<file path="config.mk">
export PLATFORM = sky130hd
export DESIGN_NAME = pulse_meter_flat
export DESIGN_NICKNAME = d
export VERILOG_FILES = /design/src/rtl/pulse_meter_pkg.sv /design/src/rtl/pulse_meter_if.sv /design/src/rtl/pulse_meter_edge.sv /design/src/rtl/pulse_meter.sv /design/src/flat_wrapper.sv
export SDC_FILE = /design/constraint.sdc
export NUM_CORES = 1
export LEC_CHECK = 0
export BUFFER_PORTS_ARGS = -buffer_cell sky130_fd_sc_hd__buf_2
export CORE_UTILIZATION = 50
export CTS_CLUSTER_SIZE = 12
export DETAILED_ROUTE_END_ITERATION = 16
export PLACE_DENSITY_LB_ADDON = 0.1
export RECOVER_POWER = 100
export SLEW_MARGIN = 0
export SYNTH_ARGS = -nofsm -noshare
export SYNTH_HDL_FRONTEND = slang
export SYNTH_SLANG_ARGS = --single-unit
</file>
<file path="constraint.sdc">
create_clock -name clk -period 1.4 [get_ports clk]
set_input_delay 0.21 -clock clk [delete_from_list [all_inputs] [get_ports clk]]
set_output_delay 0.21 -clock clk [all_outputs]
set_load 0.01 [all_outputs]
</file>
<file path="src/rtl/pulse_meter_pkg.sv">
// pulse_meter_pkg: shared state encoding and default counter width for pulse_meter.
package pulse_meter_pkg;
  localparam int DEF_CW = 8;
  localparam logic ST_IDLE = 1'b0;
  localparam logic ST_MEAS = 1'b1;
  typedef enum logic {S_IDLE = ST_IDLE, S_MEAS = ST_MEAS} state_e;
endpackage

</file>
<file path="src/rtl/pulse_meter_if.sv">
// pulse_meter_if: control input, pulse input and measurement results of pulse_meter.
interface pulse_meter_if #(parameter int CW = 8);
  logic          en;
  logic          x;
  logic [CW-1:0] period;
  logic [CW-1:0] high_time;
  logic          meas_valid;
  logic          match;
  logic          locked;
  logic          timeout;
  modport master (output en, x, input period, high_time, meas_valid, match, locked, timeout);
  modport slave  (input en, x, output period, high_time, meas_valid, match, locked, timeout);
endinterface

</file>
<file path="src/rtl/pulse_meter_edge.sv">
// edge_sync: synchronizes the asynchronous pulse input and detects its rising edge.
module edge_sync
  import pulse_meter_pkg::*;
#(
  parameter int SYNC_STAGES = 2
) (
  input  logic clk,
  input  logic rst_n,
  input  logic x,
  output logic xs,
  output logic rise
);
  logic [SYNC_STAGES-1:0] sync_q, sync_d;
  logic                   xd_q, xd_d;
  always_comb begin
    sync_d = {sync_q[SYNC_STAGES-2:0], x};
    xd_d   = xs;
  end
  always_ff @(posedge clk or negedge rst_n) begin
    if (!rst_n) begin
      sync_q <= '0;
      xd_q   <= 1'b0;
    end else begin
      sync_q <= sync_d;
      xd_q   <= xd_d;
    end
  end
  assign xs   = sync_q[SYNC_STAGES-1];
  assign rise = xs & ~xd_q;
endmodule

</file>
<file path="src/rtl/pulse_meter.sv">
// pulse_meter: measures period and high time of a pulse train in clk cycles,
// checks them against an expected ratio and flags loss of pulses.
module pulse_meter
  import pulse_meter_pkg::*;
#(
  parameter int CW          = DEF_CW,
  parameter int SYNC_STAGES = 2,
  parameter int EXP_PERIOD  = 5,
  parameter int EXP_HIGH    = 1
) (
  input  logic         clk,
  input  logic         rst_n,
  pulse_meter_if.slave bus
);
  localparam logic [CW-1:0] CNT_MAX = '1;
  state_e        state_q, state_d;
  logic [CW-1:0] cnt_q, cnt_d, hcnt_q, hcnt_d;
  logic [CW-1:0] period_q, period_d, high_q, high_d;
  logic          mv_q, mv_d, match_q, match_d, locked_q, locked_d, tmo_q, tmo_d;
  logic          xs, rise;
  edge_sync #(.SYNC_STAGES(SYNC_STAGES)) u_sync (
    .clk  (clk),
    .rst_n(rst_n),
    .x    (bus.x),
    .xs   (xs),
    .rise (rise)
  );
  always_comb begin
    state_d  = state_q;
    cnt_d    = cnt_q;
    hcnt_d   = hcnt_q;
    period_d = period_q;
    high_d   = high_q;
    mv_d     = 1'b0;
    match_d  = match_q;
    locked_d = locked_q;
    tmo_d    = tmo_q;
    if (!bus.en) begin
      state_d  = S_IDLE;
      cnt_d    = '0;
      hcnt_d   = '0;
      locked_d = 1'b0;
      tmo_d    = 1'b0;
    end else if (state_q == S_IDLE) begin
      state_d = rise ? S_MEAS : S_IDLE;
      cnt_d   = rise ? CW'(1) : '0;
      hcnt_d  = rise ? CW'(1) : '0;
    end else if (rise) begin
      period_d = cnt_q;
      high_d   = hcnt_q;
      mv_d     = 1'b1;
      match_d  = (cnt_q == CW'(EXP_PERIOD)) && (hcnt_q == CW'(EXP_HIGH));
      locked_d = 1'b1;
      tmo_d    = 1'b0;
      cnt_d    = CW'(1);
      hcnt_d   = CW'(1);
    end else if (cnt_q == CNT_MAX) begin
      // no edge within the full counter range: give up and wait for a fresh rise
      state_d  = S_IDLE;
      cnt_d    = '0;
      hcnt_d   = '0;
      locked_d = 1'b0;
      tmo_d    = 1'b1;
    end else begin
      cnt_d  = cnt_q + CW'(1);
      hcnt_d = hcnt_q + CW'(xs);
    end
  end
  always_ff @(posedge clk or negedge rst_n) begin
    if (!rst_n) begin
      state_q  <= S_IDLE;
      cnt_q    <= '0;
      hcnt_q   <= '0;
      period_q <= '0;
      high_q   <= '0;
      mv_q     <= 1'b0;
      match_q  <= 1'b0;
      locked_q <= 1'b0;
      tmo_q    <= 1'b0;
    end else begin
      state_q  <= state_d;
      cnt_q    <= cnt_d;
      hcnt_q   <= hcnt_d;
      period_q <= period_d;
      high_q   <= high_d;
      mv_q     <= mv_d;
      match_q  <= match_d;
      locked_q <= locked_d;
      tmo_q    <= tmo_d;
    end
  end
  assign bus.period     = period_q;
  assign bus.high_time  = high_q;
  assign bus.meas_valid = mv_q;
  assign bus.match      = match_q;
  assign bus.locked     = locked_q;
  assign bus.timeout    = tmo_q;
endmodule

</file>
<file path="src/flat_wrapper.sv">
// flat-port wrapper written by rule: the top's interface ports become plain ports
module pulse_meter_flat import pulse_meter_pkg::*;
#(
  parameter int CW          = DEF_CW,
  parameter int SYNC_STAGES = 2,
  parameter int EXP_PERIOD  = 5,
  parameter int EXP_HIGH    = 1
)
  (clk, rst_n, bus_en, bus_x, bus_period, bus_high_time, bus_meas_valid, bus_match, bus_locked, bus_timeout);
  pulse_meter_if #(.CW(CW)) bus_i ();
  input  logic clk;
  input  logic rst_n;
  input wire logic [$bits(bus_i.en)-1:0] bus_en;
  input wire logic [$bits(bus_i.x)-1:0] bus_x;
  output wire logic [$bits(bus_i.period)-1:0] bus_period;
  output wire logic [$bits(bus_i.high_time)-1:0] bus_high_time;
  output wire logic [$bits(bus_i.meas_valid)-1:0] bus_meas_valid;
  output wire logic [$bits(bus_i.match)-1:0] bus_match;
  output wire logic [$bits(bus_i.locked)-1:0] bus_locked;
  output wire logic [$bits(bus_i.timeout)-1:0] bus_timeout;
  assign bus_i.en = bus_en;
  assign bus_i.x = bus_x;
  assign bus_period = bus_i.period;
  assign bus_high_time = bus_i.high_time;
  assign bus_meas_valid = bus_i.meas_valid;
  assign bus_match = bus_i.match;
  assign bus_locked = bus_i.locked;
  assign bus_timeout = bus_i.timeout;
  pulse_meter #(.CW(CW), .SYNC_STAGES(SYNC_STAGES), .EXP_PERIOD(EXP_PERIOD), .EXP_HIGH(EXP_HIGH)) u_core (.clk(clk), .rst_n(rst_n), .bus(bus_i));
endmodule
</file>
==> impl_metrics.ini, run 1 <==
[synthesis]
dominantRegCellSynth = sky130_fd_sc_hd__dfrtp_1
synthesis.instances = 141
post_synth_edffs = 0
syn-num-nets = 149
yosysSeqAreaShare_pct = 59.2
postSynth.asyncResetShare_pct = 100
mappedNetlistArea_um2 = 1690
yosysMostFrequentCell = sky130_fd_sc_hd__dfrtp_1
syn-mean-instance-area_um2 = 12.0
synth_top_cell_area_share_pct = 59.2
synthTopCellsByArea = sky130_fd_sc_hd__dfrtp_1, sky130_fd_sc_hd__mux2_2, sky130_fd_sc_hd__ha_1
netlist_top_cells_count = sky130_fd_sc_hd__dfrtp_1, sky130_fd_sc_hd__mux2_2, sky130_fd_sc_hd__o21ai_0, sky130_fd_sc_hd__nand2_1, sky130_fd_sc_hd__nand3_1
synth_top_area_cell = sky130_fd_sc_hd__dfrtp_1
synthesis.yosys.warnings = 0
synthDistinctLibCells = 31
yosys_register_bits = 40

[final_layout]
final_nets = 195
multi_input_area_um2 = 687
layout-area-overhead-vs-synth_pct = 21.7
area_taken_by_flip_flops_and_latches_um2 = 1000
finish.instance_area_um2 = 2060
postLayoutCoreUtil_pct = 65.8
fillerInstances = 256
antenna-diode-count = 0
fraction_of_final_layout_cells_with_drive_strength_greater_than_1_pct = 27.3

[clocking]
cts-root-buf = sky130_fd_sc_hd__clkbuf_4
cts_buffers = 5
htree_levels = 2
clock_tree.buffer_depth = 2
cts_num_sinks = 40
cts_tree = done
insertion_delay_ns = 0.35
cts.clk_slew.worst_paths_ns = 0.11

[worst_hold_path]
hold_path_class = input pin to flip-flop

[floorplan]
initial_utilization_pct = 54.0
dieHeight_um = 60.1
die_x_um = 60.1
die_area_um2 = 3620
io_pins = 24
placeableCoreArea_um2 = 3130
fp-row-count = 20

[global_routing]
antenna_found_initial = 0
grtUsageMet1_pct = 27.3
groute.layer.met2.usage_pct = 33.8
busiest_layer = met2
global_route.usage.met3_pct = 4.76
grtUsageTotal_pct = 21.4
first_global_vias = 1167
grt_pass1_wl_um = 5460
globalRoute.totalOverflow = 0
grt_start_max_net_pins = 24

[place]
detailedPlace.worstSlack_ns = -0.0235
half_perimeter_wire_length_after_detailed_placement_um = 2340
gp_routability_congestion = 0.816
postPlaceCellArea_um2 = 1990
io_buffers = 23

[timing]
hold_viol = 0
grt_setup_unrepaired = yes
timing.hold.ws_ns = 0.122
fin_ws_ns = 0.0349
final.period_utilization_pct = 97.5
max_clk_rate_mhz = 733
finalMaxSlewViolations = 0
clock_skew_ns = 0.00922
timing.final.setup_violations = 0
tightest_slew_ns = 0.499
min_period_ns = 1.37
worst_slew_margin_rel_pct = 66.7

[route]
post_dr_wirelength_cell_um = 14.1
drt-initial-drc-count = 41
detail_route.first_pass.iterations = 4
detail_route.drc_violations = 0
num_vias = 1224
postRouteWirelength_um = 3260
avg_vias_per_cell = 5.30
detail-route-antenna-nets = 0

[pwr]
power.leakage_nw = 0.921
max-vdd-ir-drop_v = 0.000575
power.density_cell_area_nw_per_um2 = 900

[worst_setup_path]
crit_path_end_kind = flip-flop
worst-setup-path-type = flip-flop to flip-flop
worst_setup_path_start_kind = flip-flop
crit_required_ns = 1.67
timing.critical_path.arrival_ns = 1.64
crit_path_max_fanout = 3

[run_status]
run_status = complete, no violations

[run]
maxCapViolCount = 0
[metrics by stage]
step	TNS (ns)	total power, W	instances
after CTS	0	0.00188	229
after floorplan	0	0.00127	141
final	0	0.00185	231
after global placement	0	0.00134	218
after detailed placement	-0.0235	0.00134	218
after global routing	-0.151	0.00194	231
[worst max-delay path: stages (launching register included)]
cell                       delay (ns)
sky130_fd_sc_hd__dfrtp_1         0.41
sky130_fd_sc_hd__ha_4            0.17
sky130_fd_sc_hd__ha_4            0.14
sky130_fd_sc_hd__inv_2           0.03
sky130_fd_sc_hd__or3_4           0.37
sky130_fd_sc_hd__a211oi_2        0.17
[what timing repair did]
item | 4_1_cts | 5_1_grt
pin swaps | 2 | 4
setup buffers | 2 | 2
setup endpoints to repair | 1 | 18
hold buffers | 2 | 0
endpoints found under the hold margin | 18 | 0
resized for setup | 1 | 8
[cell type report]
cell class | instances | share of cell area (%)
Inverter | 6 | 1.09
Tap cell | 44 | 2.68
Clock buffer | 6 | 2.01
Clock inverter | 1 | 0.243
Multi-Input combinational cell | 90 | 33.4
Timing Repair Buffer | 44 | 11.9
Sequential cell | 40 | 48.7
[placed cells by master (no fill, tap or decap), types with 2 or more instances in the layout]
master,count
sky130_fd_sc_hd__xor2_1,4
sky130_fd_sc_hd__mux2_2,14
sky130_fd_sc_hd__nand2_1,9
sky130_fd_sc_hd__clkbuf_4,6
sky130_fd_sc_hd__nor4_1,2
sky130_fd_sc_hd__ha_4,2
sky130_fd_sc_hd__nand3_1,9
sky130_fd_sc_hd__inv_1,5
sky130_fd_sc_hd__o21ai_0,10
sky130_fd_sc_hd__buf_2,4
sky130_fd_sc_hd__nand4_1,2
sky130_fd_sc_hd__o31ai_1,2
sky130_fd_sc_hd__nor2_1,3
sky130_fd_sc_hd__nor3_1,6
sky130_fd_sc_hd__a21oi_1,4
sky130_fd_sc_hd__or3_4,2
sky130_fd_sc_hd__ha_1,2
sky130_fd_sc_hd__clkbuf_1,22
sky130_fd_sc_hd__dfrtp_1,39
sky130_fd_sc_hd__or3_1,3
sky130_fd_sc_hd__buf_4,15
sky130_fd_sc_hd__a211oi_2,3
sky130_fd_sc_hd__xnor2_1,2
sky130_fd_sc_hd__dlygate4sd3_1,2
[registers in the layout (all words and copies together), names as in the netlist]
signal	count
u_core.u_sync.xd_q	1
u_core.bus.locked	1
u_core.bus.timeout	1
u_core.bus.period	8
u_core.bus.meas_valid	1
u_core.bus.high_time	8
u_core.bus.match	1
u_core.u_sync.sync_q	2
u_core.hcnt_q	8
u_core.state_q	1
u_core.cnt_q	8
[kinds of logic (layout without fill, tap and decap cells)]
kind of cell	after synthesis	after routing	synth area share, %
compound gates	22	22	7.92
xor+xnor	6	6	3.11
fa+ha+maj	4	4	2.96
buf+inv	11	57	2.81
flops	40	40	59.2
mux	14	14	9.33
simple gates	44	44	14.7
[power by group]
| part | total, W | internal (W) | switching (W) |
|---|---|---|---|
| clock network | 0.000532 | 0.000185 | 0.000347 |
| logic | 0.000124 | 0.0000518 | 0.0000725 |
| registers | 0.00120 | 0.00118 | 0.0000176 |
| total | 0.00185 | 0.00142 | 0.000437 |
[metal layers]
layer	up-vias	wire length, um
met5	-	0
met4	0	68
met3	8	101
met2	22	1570
met1	595	1520
li1	599	-
[worst paths after layout]
path	startpoint	end	slack [ns]	cells after the start
max in group asynchronous	rst_n	u_core.cnt_q[4]$_DFF_PN0_	0.21	3
setup / recovery	u_core.u_sync.sync_q[1]$_DFF_PN0_	u_core.hcnt_q[6]$_DFF_PN0_	0.03	5
hold reg to reg	u_core.u_sync.sync_q[0]$_DFF_PN0_	u_core.u_sync.sync_q[1]$_DFF_PN0_	0.37	0
hold / removal	bus_en	u_core.bus.locked$_DFFE_PN0P_	0.12	3
setup reg to reg	u_core.u_sync.sync_q[1]$_DFF_PN0_	u_core.hcnt_q[6]$_DFF_PN0_	0.03	5
min in group asynchronous	rst_n	u_core.bus.period[2]$_DFFE_PN0P_	0.33	2
No activity file was read; power rests on OpenSTA's default activity.
==> inputs of run 2 (changes only) <==
Settings changed: CORE_UTILIZATION 50 to 39.
==> impl_metrics.ini, run 2 (synthesis gave the netlist of run 1 again) <==
[route]
detail_route.drc_violations = 0
wl_met2_um = 1730
detail_route.first_pass.iterations = 4
num_vias = 1254
avg_vias_per_cell = 5.29
wl_met3_um = 163
wl_met1_um = 1640
post_dr_wirelength_cell_um = 15.2
drt-initial-drc-count = 69
postRouteWirelength_um = 3610
detail-route-antenna-nets = 0
maxUsedRoutingLayer = met4

[floorplan]
io_pins = 24
fp-row-count = 23
die_area_um2 = 4600
die_x_um = 67.8
dieHeight_um = 67.8
initial_utilization_pct = 41.4
placeableCoreArea_um2 = 4090

[worst_setup_path]
worst_path_buf_inv = 1
critical-path-max-stage-delay_ns = 0.43
crit_path_end_kind = flip-flop
worst_setup_path_start_kind = flip-flop
timing.critical_path.arrival_ns = 1.56
cp_cell_sequence = ha_1 > nand2_1 > nor3_4 > buf_12 > a311oi_2
cpMaxStageDelayCell = sky130_fd_sc_hd__dfrtp_1
crit_required_ns = 1.60
crit_path_max_fanout = 15
crit_family = flip-flops
worst-setup-path-type = flip-flop to flip-flop

[global_routing]
first_global_vias = 1184
grtUsageTotal_pct = 17.9
antenna_found_initial = 0
globalRoute.totalOverflow = 0
grt_start_max_net_pins = 41
grt_pass1_wl_um = 5920

[timing]
min_period_ns = 1.37
finalMaxSlewViolations = 0
clock_skew_ns = 0.00663
grt_setup_unrepaired = yes
setup-tns-final_ns = 0
hold_viol = 0
worst_slew_margin_rel_pct = 64.0
timing.hold.ws_ns = 0.0254
final.period_utilization_pct = 97.8
max_clk_rate_mhz = 730
tightest_slew_ns = 0.539
timing.final.setup_violations = 0

[final_layout]
final_nets = 195
finish.instance_area_um2 = 2180
layout-area-overhead-vs-synth_pct = 29.2
fillerInstances = 378
layout.cells.most_common_list = sky130_fd_sc_hd__dfrtp_1, sky130_fd_sc_hd__clkbuf_1, sky130_fd_sc_hd__buf_4
multi_input_area_um2 = 729
antenna-diode-count = 0
area_taken_by_flip_flops_and_latches_um2 = 1000
leading_cell_type_in_the_layout_fill_and_taps_excluded = sky130_fd_sc_hd__dfrtp_1
fraction_of_final_layout_cells_with_drive_strength_greater_than_1_pct = 32.1

[clocking]
cts-root-buf = sky130_fd_sc_hd__clkbuf_8
insertion_delay_ns = 0.29
clock_tree.buffer_depth = 2
htree_levels = 2
cts_buffers = 5
cts_tree = done
cts_num_sinks = 40
cts.clk_slew.worst_paths_ns = 0.08

[pwr]
power.density_cell_area_nw_per_um2 = 975
p_total_w = 0.00213
max-vdd-ir-drop_v = 0.000579
power.leakage_nw = 0.981

[run_status]
run_status = complete, no violations

[place]
half_perimeter_wire_length_after_detailed_placement_um = 2390
io_buffers = 23
gp_routability_congestion = 0.847
postPlaceCellArea_um2 = 2010

[worst_hold_path]
hold_path_class = input pin to flip-flop

[run]
maxCapViolCount = 0
run 2: worst paths after layout:
| check | cells past startpoint | slack [ns] | from | endpoint |
|---|---|---|---|---|
| worst max-delay path | 5 | 0.03 | u_core.cnt_q[1]$_DFF_PN0_ | u_core.bus.locked$_DFFE_PN0P_ |
| worst min-delay path | 1 | 0.03 | bus_x | u_core.u_sync.sync_q[0]$_DFF_PN0_ |
| worst max register to register | 5 | 0.03 | u_core.cnt_q[1]$_DFF_PN0_ | u_core.bus.locked$_DFFE_PN0P_ |
| worst min register to register | 0 | 0.36 | u_core.u_sync.sync_q[0]$_DFF_PN0_ | u_core.u_sync.sync_q[1]$_DFF_PN0_ |
| max in group asynchronous | 3 | 0.45 | rst_n | u_core.hcnt_q[3]$_DFF_PN0_ |
| min in group asynchronous | 3 | 0.55 | rst_n | u_core.bus.high_time[6]$_DFFE_PN0P_ |
run 2: timing repair:
item                                    CTS  global route
endpoints found under the setup margin    1            21
resized for setup                         1            17
setup buffers                             0             5
endpoints found under the hold margin    40             0
pin swaps                                 2             5
hold buffers                              1             0
run 2: report_power, final:
| group | total (W) | leakage, nW | internal [W] | switching, W |
|---|---|---|---|---|
| Clock | 0.000811 | 0.0503 | 0.000439 | 0.000372 |
| Sequential | 0.00120 | 0.543 | 0.00118 | 0.0000181 |
| Combinational | 0.000120 | 0.388 | 0.0000491 | 0.0000714 |
| Total | 0.00213 | 0.981 | 0.00167 | 0.000461 |
run 2: area by class of cell:
type	instances	share of cell area (%)
clock buffers	7	4.41
multi-input cells	90	33.4
flip-flops and latches	40	46.0
well taps	50	2.87
inverters	6	1.03
repair buffers	44	12.3
run 2: routing by layer:
metal | vias to the layer above | global-route usage [%]
met5 | - | 0
met2 | 36 | 26.4
met4 | 0 | 6.51
li1 | 600 | -
met1 | 610 | 24.9
met3 | 8 | 5.33
run 2: per-stage QoR:
stage,std cells,utilization [%],setup WS (ns)
floorplan,141,-,0.0158
finish,237,53.4,0.0309
detailed placement,225,49.3,0.0162
global placement,225,49.3,0.0418
global route,237,53.4,-0.0309
CTS,233,52.0,0.0183
